File: src/rtl/pipe_stage_buf_if.sv
// Valid/ready handshake bundle for pipe_stage_buf: upstream push side and
// downstream pop side grouped together.
interface pipe_stage_buf_if #(
  parameter int DATA_W = 32
);

  logic              in_valid;
  logic [DATA_W-1:0] in_data;
  logic              in_ready;
  logic              out_valid;
  logic [DATA_W-1:0] out_data;
  logic              out_ready;

  // Producer/consumer side that surrounds the buffer
  modport master (
    output in_valid,
    output in_data,
    output out_ready,
    input  in_ready,
    input  out_valid,
    input  out_data
  );

  // The buffer itself
  modport slave (
    input  in_valid,
    input  in_data,
    input  out_ready,
    output in_ready,
    output out_valid,
    output out_data
  );

endinterface

File: src/rtl/pipe_stage_buf.sv
// Registered FIFO pipeline stage: DEPTH entries, one cycle latency, no
// fall-through, enable freeze, flush, and a saturating stall counter.
module pipe_stage_buf #(
  parameter int DATA_W = 32,
  parameter int DEPTH  = 2
) (
  input  logic                         CLK,
  input  logic                         RST,
  input  logic                         enable,
  input  logic                         flush,
  pipe_stage_buf_if.slave              bus,
  output logic [$clog2(DEPTH+1)-1:0]   count,
  output logic [15:0]                  stall_cnt
);

  localparam int CNT_W = $clog2(DEPTH + 1);
  localparam int PTR_W = (DEPTH > 1) ? $clog2(DEPTH) : 1;

  localparam logic [CNT_W-1:0] DEPTH_C  = CNT_W'(DEPTH);
  localparam logic [PTR_W-1:0] PTR_LAST = PTR_W'(DEPTH - 1);

  // Saturating increment: the stall counter sticks at all-ones.
  function automatic logic [15:0] sat_inc16(input logic [15:0] v);
    return (v == 16'hFFFF) ? v : v + 16'd1;
  endfunction

  // Pointer advance that wraps at DEPTH-1, so non-power-of-2 depths work.
  function automatic logic [PTR_W-1:0] ptr_next(input logic [PTR_W-1:0] p);
    return (p == PTR_LAST) ? '0 : p + PTR_W'(1);
  endfunction

  logic [DATA_W-1:0] mem_q [DEPTH];

  logic [PTR_W-1:0] rd_ptr_q, rd_ptr_d;
  logic [PTR_W-1:0] wr_ptr_q, wr_ptr_d;
  logic [CNT_W-1:0] count_q,  count_d;
  logic [15:0]      stall_q,  stall_d;

  logic in_ready;
  logic out_valid;
  logic push;
  logic pop;

  // Handshake qualifiers depend only on local state and enable/flush, never
  // on out_ready, so there is no combinational path through the stage.
  assign in_ready  = enable & ~flush & (count_q < DEPTH_C);
  assign out_valid = enable & ~flush & (count_q != '0);
  assign push      = bus.in_valid & in_ready;
  assign pop       = out_valid & bus.out_ready;

  assign bus.in_ready  = in_ready;
  assign bus.out_valid = out_valid;
  assign bus.out_data  = (count_q != '0) ? mem_q[rd_ptr_q] : '0;
  assign count         = count_q;
  assign stall_cnt     = stall_q;

  // Next-state for pointers, occupancy and stall counter; flush clears
  // occupancy but leaves the stall statistic alone.
  always_comb begin
    rd_ptr_d = rd_ptr_q;
    wr_ptr_d = wr_ptr_q;
    count_d  = count_q;
    stall_d  = stall_q;
    if (flush) begin
      rd_ptr_d = '0;
      wr_ptr_d = '0;
      count_d  = '0;
    end else begin
      if (push) begin
        wr_ptr_d = ptr_next(wr_ptr_q);
      end
      if (pop) begin
        rd_ptr_d = ptr_next(rd_ptr_q);
      end
      case ({push, pop})
        2'b10:   count_d = count_q + CNT_W'(1);
        2'b01:   count_d = count_q - CNT_W'(1);
        default: count_d = count_q;
      endcase
      if (out_valid && !bus.out_ready) begin
        stall_d = sat_inc16(stall_q);
      end
    end
  end

  // Control state register with synchronous reset taking priority over all.
  always_ff @(posedge CLK) begin
    if (RST) begin
      rd_ptr_q <= '0;
      wr_ptr_q <= '0;
      count_q  <= '0;
      stall_q  <= '0;
    end else begin
      rd_ptr_q <= rd_ptr_d;
      wr_ptr_q <= wr_ptr_d;
      count_q  <= count_d;
      stall_q  <= stall_d;
    end
  end

  // Payload storage is never cleared; occupancy alone decides what is live.
  always_ff @(posedge CLK) begin
    if (push && !RST) begin
      mem_q[wr_ptr_q] <= bus.in_data;
    end
  end

endmodule
File: src/flat_wrapper.sv
// flat-port wrapper written by rule: the top's interface ports become plain ports
module pipe_stage_buf_flat 
#(
  parameter int DATA_W = 32,
  parameter int DEPTH  = 2
)
  (CLK, RST, enable, flush, count, stall_cnt, bus_in_valid, bus_in_data, bus_out_ready, bus_in_ready, bus_out_valid, bus_out_data);
  pipe_stage_buf_if #(.DATA_W(DATA_W)) bus_i ();
  input  logic CLK;
  input  logic RST;
  input  logic enable;
  input  logic flush;
  output logic [$clog2(DEPTH+1)-1:0] count;
  output logic [15:0] stall_cnt;
  input wire logic [$bits(bus_i.in_valid)-1:0] bus_in_valid;
  input wire logic [$bits(bus_i.in_data)-1:0] bus_in_data;
  input wire logic [$bits(bus_i.out_ready)-1:0] bus_out_ready;
  output wire logic [$bits(bus_i.in_ready)-1:0] bus_in_ready;
  output wire logic [$bits(bus_i.out_valid)-1:0] bus_out_valid;
  output wire logic [$bits(bus_i.out_data)-1:0] bus_out_data;
  assign bus_i.in_valid = bus_in_valid;
  assign bus_i.in_data = bus_in_data;
  assign bus_i.out_ready = bus_out_ready;
  assign bus_in_ready = bus_i.in_ready;
  assign bus_out_valid = bus_i.out_valid;
  assign bus_out_data = bus_i.out_data;
  pipe_stage_buf #(.DATA_W(DATA_W), .DEPTH(DEPTH)) u_core (.CLK(CLK), .RST(RST), .enable(enable), .flush(flush), .bus(bus_i), .count(count), .stall_cnt(stall_cnt));
endmodule
File: config.mk
export PLATFORM = sky130hd
export DESIGN_NAME = pipe_stage_buf_flat
export DESIGN_NICKNAME = d
export VERILOG_FILES = /design/src/rtl/pipe_stage_buf_if.sv /design/src/rtl/pipe_stage_buf.sv /design/src/flat_wrapper.sv
export SDC_FILE = /design/constraint.sdc
export NUM_CORES = 1
export LEC_CHECK = 0
export ABC_AREA = 1
export BUFFER_PORTS_ARGS = -buffer_cell sky130_fd_sc_hd__buf_4
export CORE_MARGIN = 4
export CORE_UTILIZATION = 57
export CTS_BUF_LIST = sky130_fd_sc_hd__clkbuf_16
export DETAILED_ROUTE_END_ITERATION = 12
export PLACE_DENSITY = 0.94
export SYNTH_ARGS = -nofsm -noshare
export SYNTH_HDL_FRONTEND = slang
export SYNTH_SLANG_ARGS = --single-unit
File: constraint.sdc
create_clock -name CLK -period 8.1 [get_ports CLK]
set_input_delay 1.62 -clock CLK [delete_from_list [all_inputs] [get_ports CLK]]
set_output_delay 1.62 -clock CLK [all_outputs]
set_load 0.01 [all_outputs]
-- Yosys cells after proc, flatten, opt, wreduce, memory -nomap -nowiden
Memory sizes are Yosys's and may differ from the RTL's. A register that Yosys moved wholly into a read port is not among the register bits.
Index checks and enable logic that the tools add are counted.
- $add $sub $neg: 5
- magnitude comparators: 1
- equality and inequality tests: 3
- multiplexer cells: 8
- bitwise logic cells: 7
- reductions and logical operators: 8
- operators by type and width (operator ; number):
    $mux 32 ; 1
    $add 16x1->16 const B ; 1
    $eq 16x16->1 const B ; 1
    $mux 1 ; 6
    $and 1x1->1 ; 5
    $pmux 2 s2 ; 1
    $reduce_bool 2->1 ; 2
    $reduce_and 3->1 ; 1
    $add 1x1->1 const B ; 2
    $add 2x1->2 const B ; 1
    $eq 2x1->1 const B ; 1
    $eq 2x2->1 const B ; 1
    $logic_and 1x1->1 ; 2
    $logic_not 1->1 ; 2
    $lt 2x2->1 const B ; 1
    $not 1->1 ; 2
    $reduce_or 2->1 ; 1
    $sub 2x1->2 const B ; 1
- bits in registers: 20
- bits in writable memories: 64
- output and inout port bits: 52
- word-level logic and storage cells: 37
- memories: 1
- memory list (name ; depth ; width ; rd ports ; clocked after memory_dff ; wr ports ; RTL line ; RTL):
    u_core.mem_q ; 2 ; 32 ; 1 ; 1 ; 1 ; pipe_stage_buf.sv:32 ; logic [DATA_W-1:0] mem_q [DEPTH];

-- Depth between registers and ports, before layout
Gate-level depths: netlist (run 1).
- word-level depth: 7
- depth in mapped cells: 11

-- Least setup slack after synthesis (run 1)
OpenSTA, ideal clock, no wires.
- kind: in2reg
- from: input port flush
- to: memory u_core.mem_q[0][0], enable pin
- arrival time: 4327 ps
- path slack: 3312 ps
- cell stages on the path: 5
- buffers on the path: 0
- path through: inv_1 > nand2_1 > nor2_1 > nand2_1 > nor3_1
- word-level cells in the longest chain between the ends: 7
- RTL lines (what ; RTL line ; RTL):
    start, declared ; flat_wrapper.sv:12 ; input logic flush;
    $not 1->1 (no line) ; - ;
    $and 1x1->1 (2 in a row) ; pipe_stage_buf.sv:46 ; assign in_ready = enable & ~flush & (count_q < DEPTH_C);
    via bus_in_ready ; flat_wrapper.sv:18 ; output wire logic [$bits(bus_i.in_ready)-1:0] bus_in_ready;
    $and 1x1->1 ; pipe_stage_buf.sv:48 ; assign push = bus.in_valid & in_ready;
    $logic_and 1x1->1 ; pipe_stage_buf.sv:103 ; if (push && !RST) begin
    $mux 1 ; pipe_stage_buf.sv:103 ;
    $mux 1 (implied by the code) ; pipe_stage_buf.sv:104 ; mem_q[wr_ptr_q] <= bus.in_data;
    end, declared ; pipe_stage_buf.sv:32 ;
The timed path passes the listed nets, and every way through them passes these cells.

==> reports/metrics.yaml, run 1 <==
outcome:
  status: "finished clean"
grt:
  gr-total-overflow: 0
  grt-busiest-layer: "met2"
  grtUsageMet1_pct: 25.9
  use_met2_pct: 38.9
  grt_pass1_wl_um: 12900
  grtUsageMet3_pct: 6.30
  first_global_vias: 2771
  antenna_found_initial: 0
  grtUsageTotal_pct: 22.1
  grt_max_degree: 34
yosys:
  synth_area_per_cell_um2: 9.76
  syn_nets: 410
  yosysWarnings: 0
  synthArstFlopShare_pct: 0
  synth-main-ff-cell: "edfxtp_1"
  ys_ff_latch: 85
  synth.cell_area_um2: 3610
  synth-seq-area-share_pct: 64.9
  synth_cells: 370
  synth_edf_count: 64
  yosysUniqueCellTypes: 18
timing:
  finalWorstSetupSlack_ns: 3.78
  fmax_mhz: 232
  hold_viol: 0
  maxSlewHeadroom_pct: 20.8
  skew_ns: 0.00808
  period_share_pct: 53.3
  rsz0062_at_grt: "false"
  worstMarginPinSlew_ns: 1.19
  setup_tns_ns: 0
  final_period_minus_worst_setup_slack_ns: 4.32
  setup_violations: 0
  finalMaxSlewViolations: 0
critical_path:
  path_class: "flop to output pin"
  critPathArrivalTime_ns: 2.70
  startpoint_type: "flop"
  cp_slowest_cell: "dfxtp_1"
  worstPathMaxFanout: 33
  slowest_delay_ns: 1.06
  critPathRequiredTime_ns: 6.48
  regToRegStartpoint: "u_core.stall_cnt[0]"
  crit_buf_inv: 2
  critical_path.top_delay_family: "flip-flops"
  crit_chain: "inv_1 -> nand2_1 -> a21oi_1 -> buf_4"
  end_kind: "output pin"
clock_network:
  path_clk_slew_ns: 0.06
  postCtsResizedCells: 0
  htreeDepth: 3
  cts_tree: "done"
  ctsHoldBuffers: 0
  cts_num_sinks: 85
  cts.path.max_buffers: 2
  cts_root_buffer: "clkbuf_16"
  cts_setup_buffers: 0
  numCtsBuffers: 9
  clk_latency_ns: 0.32
run:
  max_cap_viol_count: 0
final_layout:
  syn_to_final_growth_pct: 27.3
  design_area_um2: 4600
  final_cells: 539
  drive_gt1_share_pct: 26.7
  fin_util_pct: 76.3
  num_antenna_cells: 0
  nets: 499
worst_hold_path:
  min_from: "u_core.rd_ptr_q"
  hold_class: "flop to flop"
power_and_ir_drop:
  powerDensity_nw_per_um2: 190
  leakage_nw: 1.83
  ir_drop_mv: 0.129
die:
  die_y_um: 87.6
  rows: 28
  io_pins: 90
  coreArea_um2: 6030
  fp.dieArea_um2: 7670
  die_w_um: 87.6
  start_util_pct: 59.9
placed_design:
  io_buffers: 89
  gp_congestion: 0.863
  placed_cell_area_um2: 4330
  place_inst: 523
  pre_cts_slack_ns: 4.13
  place_hpwl_um: 5450
drt:
  dr.pass1.iters: 4
  post_drt_wl_per_cell_um: 15.2
  drc: 0
  via_per_inst: 5.33
  drtIter0Drc: 181
  via_count: 2874
  ant_nets: 0
  routed_wl_um: 8220
## routing by layer
metal	up-vias	part of all wire [%]
met5	-	0
met4	0	2.0
met3	13	7.8
met2	104	53
met1	1361	37
li1	1396	-
## synthesized netlist by cell type (2+ instances only)
cell	number	share of area, %
nor2_1	35	3.6
nand3_2	6	1.7
ha_1	2	0.69
a21oi_1	46	6.4
inv_1	33	3.4
clkbuf_1	10	1.0
dfxtp_1	21	12
nand2_2	2	0.35
nor3_1	3	0.42
o21ai_0	5	0.69
buf_6	3	0.94
nand3_1	15	2.1
nor2_2	7	1.2
nand2_1	115	12
edfxtp_1	64	53
## placed cells by master (no fill, tap or decap)
| cell | Yosys | layout |
|---|---|---|
| nor2_4 | 1 | 1 |
| nor3_2 | 0 | 2 |
| clkinv_4 | 0 | 2 |
| edfxtp_1 | 64 | 64 |
| nand3_2 | 6 | 6 |
| clkbuf_16 | 0 | 9 |
| clkinv_2 | 0 | 2 |
| buf_4 | 0 | 92 |
| inv_1 | 33 | 33 |
| clkinvlp_4 | 0 | 1 |
| clkinv_1 | 0 | 2 |
| nor3_1 | 3 | 1 |
| a21oi_1 | 46 | 46 |
| nand2_1 | 115 | 115 |
| nand2_2 | 2 | 2 |
| ha_1 | 2 | 2 |
| nand3_1 | 15 | 15 |
| nor2_2 | 7 | 7 |
| o21ai_0 | 5 | 5 |
| nor2_1 | 35 | 35 |
| nand4_1 | 1 | 1 |
| dfxtp_1 | 21 | 21 |
## stage by stage
stage | hold slack (ns) | total power [mW]
global placement | 0.457 | 0.519
floorplan | 0.447 | 0.498
detailed placement | 0.479 | 0.521
finish | 0.480 | 0.873
CTS | 0.483 | 0.880
global route | 0.518 | 0.907
## final timing paths
path / slack, ns / to / cells past startpoint
max: 3.78 / bus_out_data[12] / 4
min: 0.48 / flop / 2
max reg2reg: 5.89 / u_core.stall_cnt[1] / 10
min reg2reg: 0.48 / flop / 2
## power breakdown
| part | internal [mW] | total [mW] | switching [mW] | leakage [nW] |
|---|---|---|---|---|
| clock | 0.205 | 0.361 | 0.156 | 0.130 |
| combinational | 0.0185 | 0.0387 | 0.0202 | 0.950 |
| sequential | 0.472 | 0.473 | 0.00140 | 0.747 |
| total | 0.696 | 0.873 | 0.178 | 1.83 |
## worst register-to-register path: cells and delay by family, from the launching register on
family	cells	cell delay, ns
buffers and inverters	2	0.12
AND/OR/NAND/NOR	7	1.47
adder cells (fa/ha/maj)	1	0.22
flip-flops	1	0.34
## kinds of logic after synthesis
kind of cell	synth area share, %
AND/OR/NAND/NOR	21.8
AO/OA/AOI/OAI	7.07
flip-flops	64.9
buffers and inverters	5.55
adder cells (fa/ha/maj)	0.693
## state kept, by name, indices dropped and copies added, names as in the netlist, named ones only
signal	count
u_core.mem_q	64
u_core.rd_ptr_q	1
u_core.stall_cnt	16
u_core.count	2
u_core.wr_ptr_q	1
## final cells by class
type | instances | area (um^2)
flip-flops and latches | 85 | 2340
fillers | 392 | 1430
multi-input cells | 238 | 1080
repair buffers | 92 | 691
clock buffers | 9 | 225
inverters | 33 | 124
well taps | 75 | 93.8
clock inverters | 7 | 42.5
No activity file was read; power rests on OpenSTA's default activity.
==> run 2: changes to the inputs <==
--- a/config.mk
+++ b/config.mk
@@ -8,10 +8,10 @@
 export ABC_AREA = 1
 export BUFFER_PORTS_ARGS = -buffer_cell sky130_fd_sc_hd__buf_4
 export CORE_MARGIN = 4
-export CORE_UTILIZATION = 57
+export CORE_UTILIZATION = 53
 export CTS_BUF_LIST = sky130_fd_sc_hd__clkbuf_16
 export DETAILED_ROUTE_END_ITERATION = 12
-export PLACE_DENSITY = 0.94
+export PLACE_DENSITY = 0.89
 export SYNTH_ARGS = -nofsm -noshare
 export SYNTH_HDL_FRONTEND = slang
 export SYNTH_SLANG_ARGS = --single-unit
==> constraint.sdc (replaced) <==
create_clock -name CLK -period 3.98 [get_ports CLK]
set_input_delay 0.796 -clock CLK [delete_from_list [all_inputs] [get_ports CLK]]
set_output_delay 0.796 -clock CLK [all_outputs]
set_load 0.01 [all_outputs]
==> run 2 against run 1 <==
  * Final area up 0.71%
  * Worst hold slack worse by 0.0017 ns
  * First-iteration DRC count shrank 2.8%
  * Setup slack worse by 2.7 ns
  * Sequential share of layout area fell by 0.36 points
  * Critical endpoint is now bus_out_data[0]
  * Largest power group unchanged
==> reports/metrics.yaml, run 2 (synthesized netlist as in run 1, its figures left out) <==
timing:
  fmax_mhz: 341
  setup_violations: 0
  rsz0062_at_grt: "false"
  hold_viol: 0
  hold_ws_ns: 0.479
  worstMarginPinSlew_ns: 1.22
  finalMaxSlewViolations: 0
  period_share_pct: 73.6
  skew_ns: 0.00585
  setup_tns_ns: 0
  final_period_minus_worst_setup_slack_ns: 2.93
  maxSlewHeadroom_pct: 18.6
  finalWorstSetupSlack_ns: 1.05
grt:
  first_global_vias: 2666
  gr-total-overflow: 0
  grt_pass1_wl_um: 12500
  antenna_found_initial: 0
  grt_max_degree: 34
  grtUsageTotal_pct: 19.0
critical_path:
  path_class: "flop to output pin"
  critPathArrivalTime_ns: 2.13
  cp_slowest_cell: "inv_1"
  worstPathMaxFanout: 33
  critPathRequiredTime_ns: 3.18
  crit_chain: "buf_4 -> inv_1 -> nand2_1 -> a21oi_1 -> buf_4"
  end_kind: "output pin"
  startpoint_type: "flop"
  crit_path_frequent_cell: "buf_4"
  slowest_delay_ns: 0.74
drt:
  post_drt_wl_per_cell_um: 14.1
  routed_wl_um: 7670
  via_per_inst: 5.15
  dr.pass1.iters: 4
  ant_nets: 0
  drc: 0
  drtIter0Drc: 176
  via_count: 2796
power_and_ir_drop:
  power.total_mw: 1.81
  powerDensity_nw_per_um2: 391
  leakage_nw: 1.84
  ir_drop_mv: 0.303
clock_network:
  cts_setup_buffers: 0
  postCtsResizedCells: 0
  cts_num_sinks: 85
  ctsHoldBuffers: 0
  htreeDepth: 3
  cts_root_buffer: "clkbuf_16"
  cts_tree: "done"
  numCtsBuffers: 9
  clk_latency_ns: 0.32
  path_clk_slew_ns: 0.06
  cts.path.max_buffers: 2
run:
  max_cap_viol_count: 0
die:
  io_pins: 90
  die_y_um: 90.5
  coreArea_um2: 6490
  rows: 29
  die_w_um: 90.5
  start_util_pct: 55.6
  fp.dieArea_um2: 8190
placed_design:
  place_inst: 527
  io_buffers: 89
  place_hpwl_um: 5420
  gp_congestion: 0.853
  placed_cell_area_um2: 4350
  pre_cts_slack_ns: 1.42
outcome:
  status: "finished clean"
final_layout:
  drive_gt1_share_pct: 27.3
  num_antenna_cells: 0
  final_common_cell: "nand2_1"
  design_area_um2: 4630
  syn_to_final_growth_pct: 28.2
  nets: 501
  final_cell_mix: "115 x nand2_1, 94 x buf_4, 64 x edfxtp_1"
  num-fill-cells: 467
  final_cells: 543
  fin_util_pct: 71.3
  largest_reg_flops: 64
  regMostFlops: "u_core.mem_q"
worst_hold_path:
  hold_class: "flop to flop"
[run 2: cell type report]
cell class                      count  area [um^2]  share of cell area (%)
Clock inverter                      7         57.6                    1.24
Sequential cell                    85         2340                    50.6
Inverter                           33          124                    2.68
Clock buffer                        9          225                    4.87
Multi-Input combinational cell    238         1080                    23.3
Timing Repair Buffer               94          706                    15.2
Tap cell                           77         96.3                    2.08
[run 2: report_power, final]
| part | switching (mW) | leakage, nW | internal (mW) |
|---|---|---|---|
| clock network | 0.338 | 0.136 | 0.431 |
| registers | 0.00240 | 0.747 | 0.960 |
| logic | 0.0410 | 0.961 | 0.0380 |
[run 2: per-layer routing]
| layer | share of wire, % | vias to the layer above | GRT usage, % |
|---|---|---|---|
| met5 | 0 | - | 0 |
| met4 | 2.1 | 0 | 7.65 |
| met2 | 49 | 112 | 31.2 |
| li1 | - | 1401 | - |
| met3 | 8.2 | 14 | 6.08 |
| met1 | 41 | 1269 | 23.1 |
[run 2: path summary, 6_finish.rpt]
path | cells after the start | start | end | slack (ns)
worst max-delay path | 5 | flop | bus_out_data[0] | 1.05
worst min-delay path | 2 | u_core.rd_ptr_q | flop | 0.48
worst max register to register | 10 | u_core.stall_cnt[0] | u_core.stall_cnt[0] | 1.79
worst min register to register | 2 | u_core.rd_ptr_q | flop | 0.48
[run 2: critical path: cells and delay by family, from the launching register on]
kind	cells	cell delay [ns]
compound gates	1	0.27
buf+inv	3	1.14
flops	1	0.30
simple gates	1	0.11
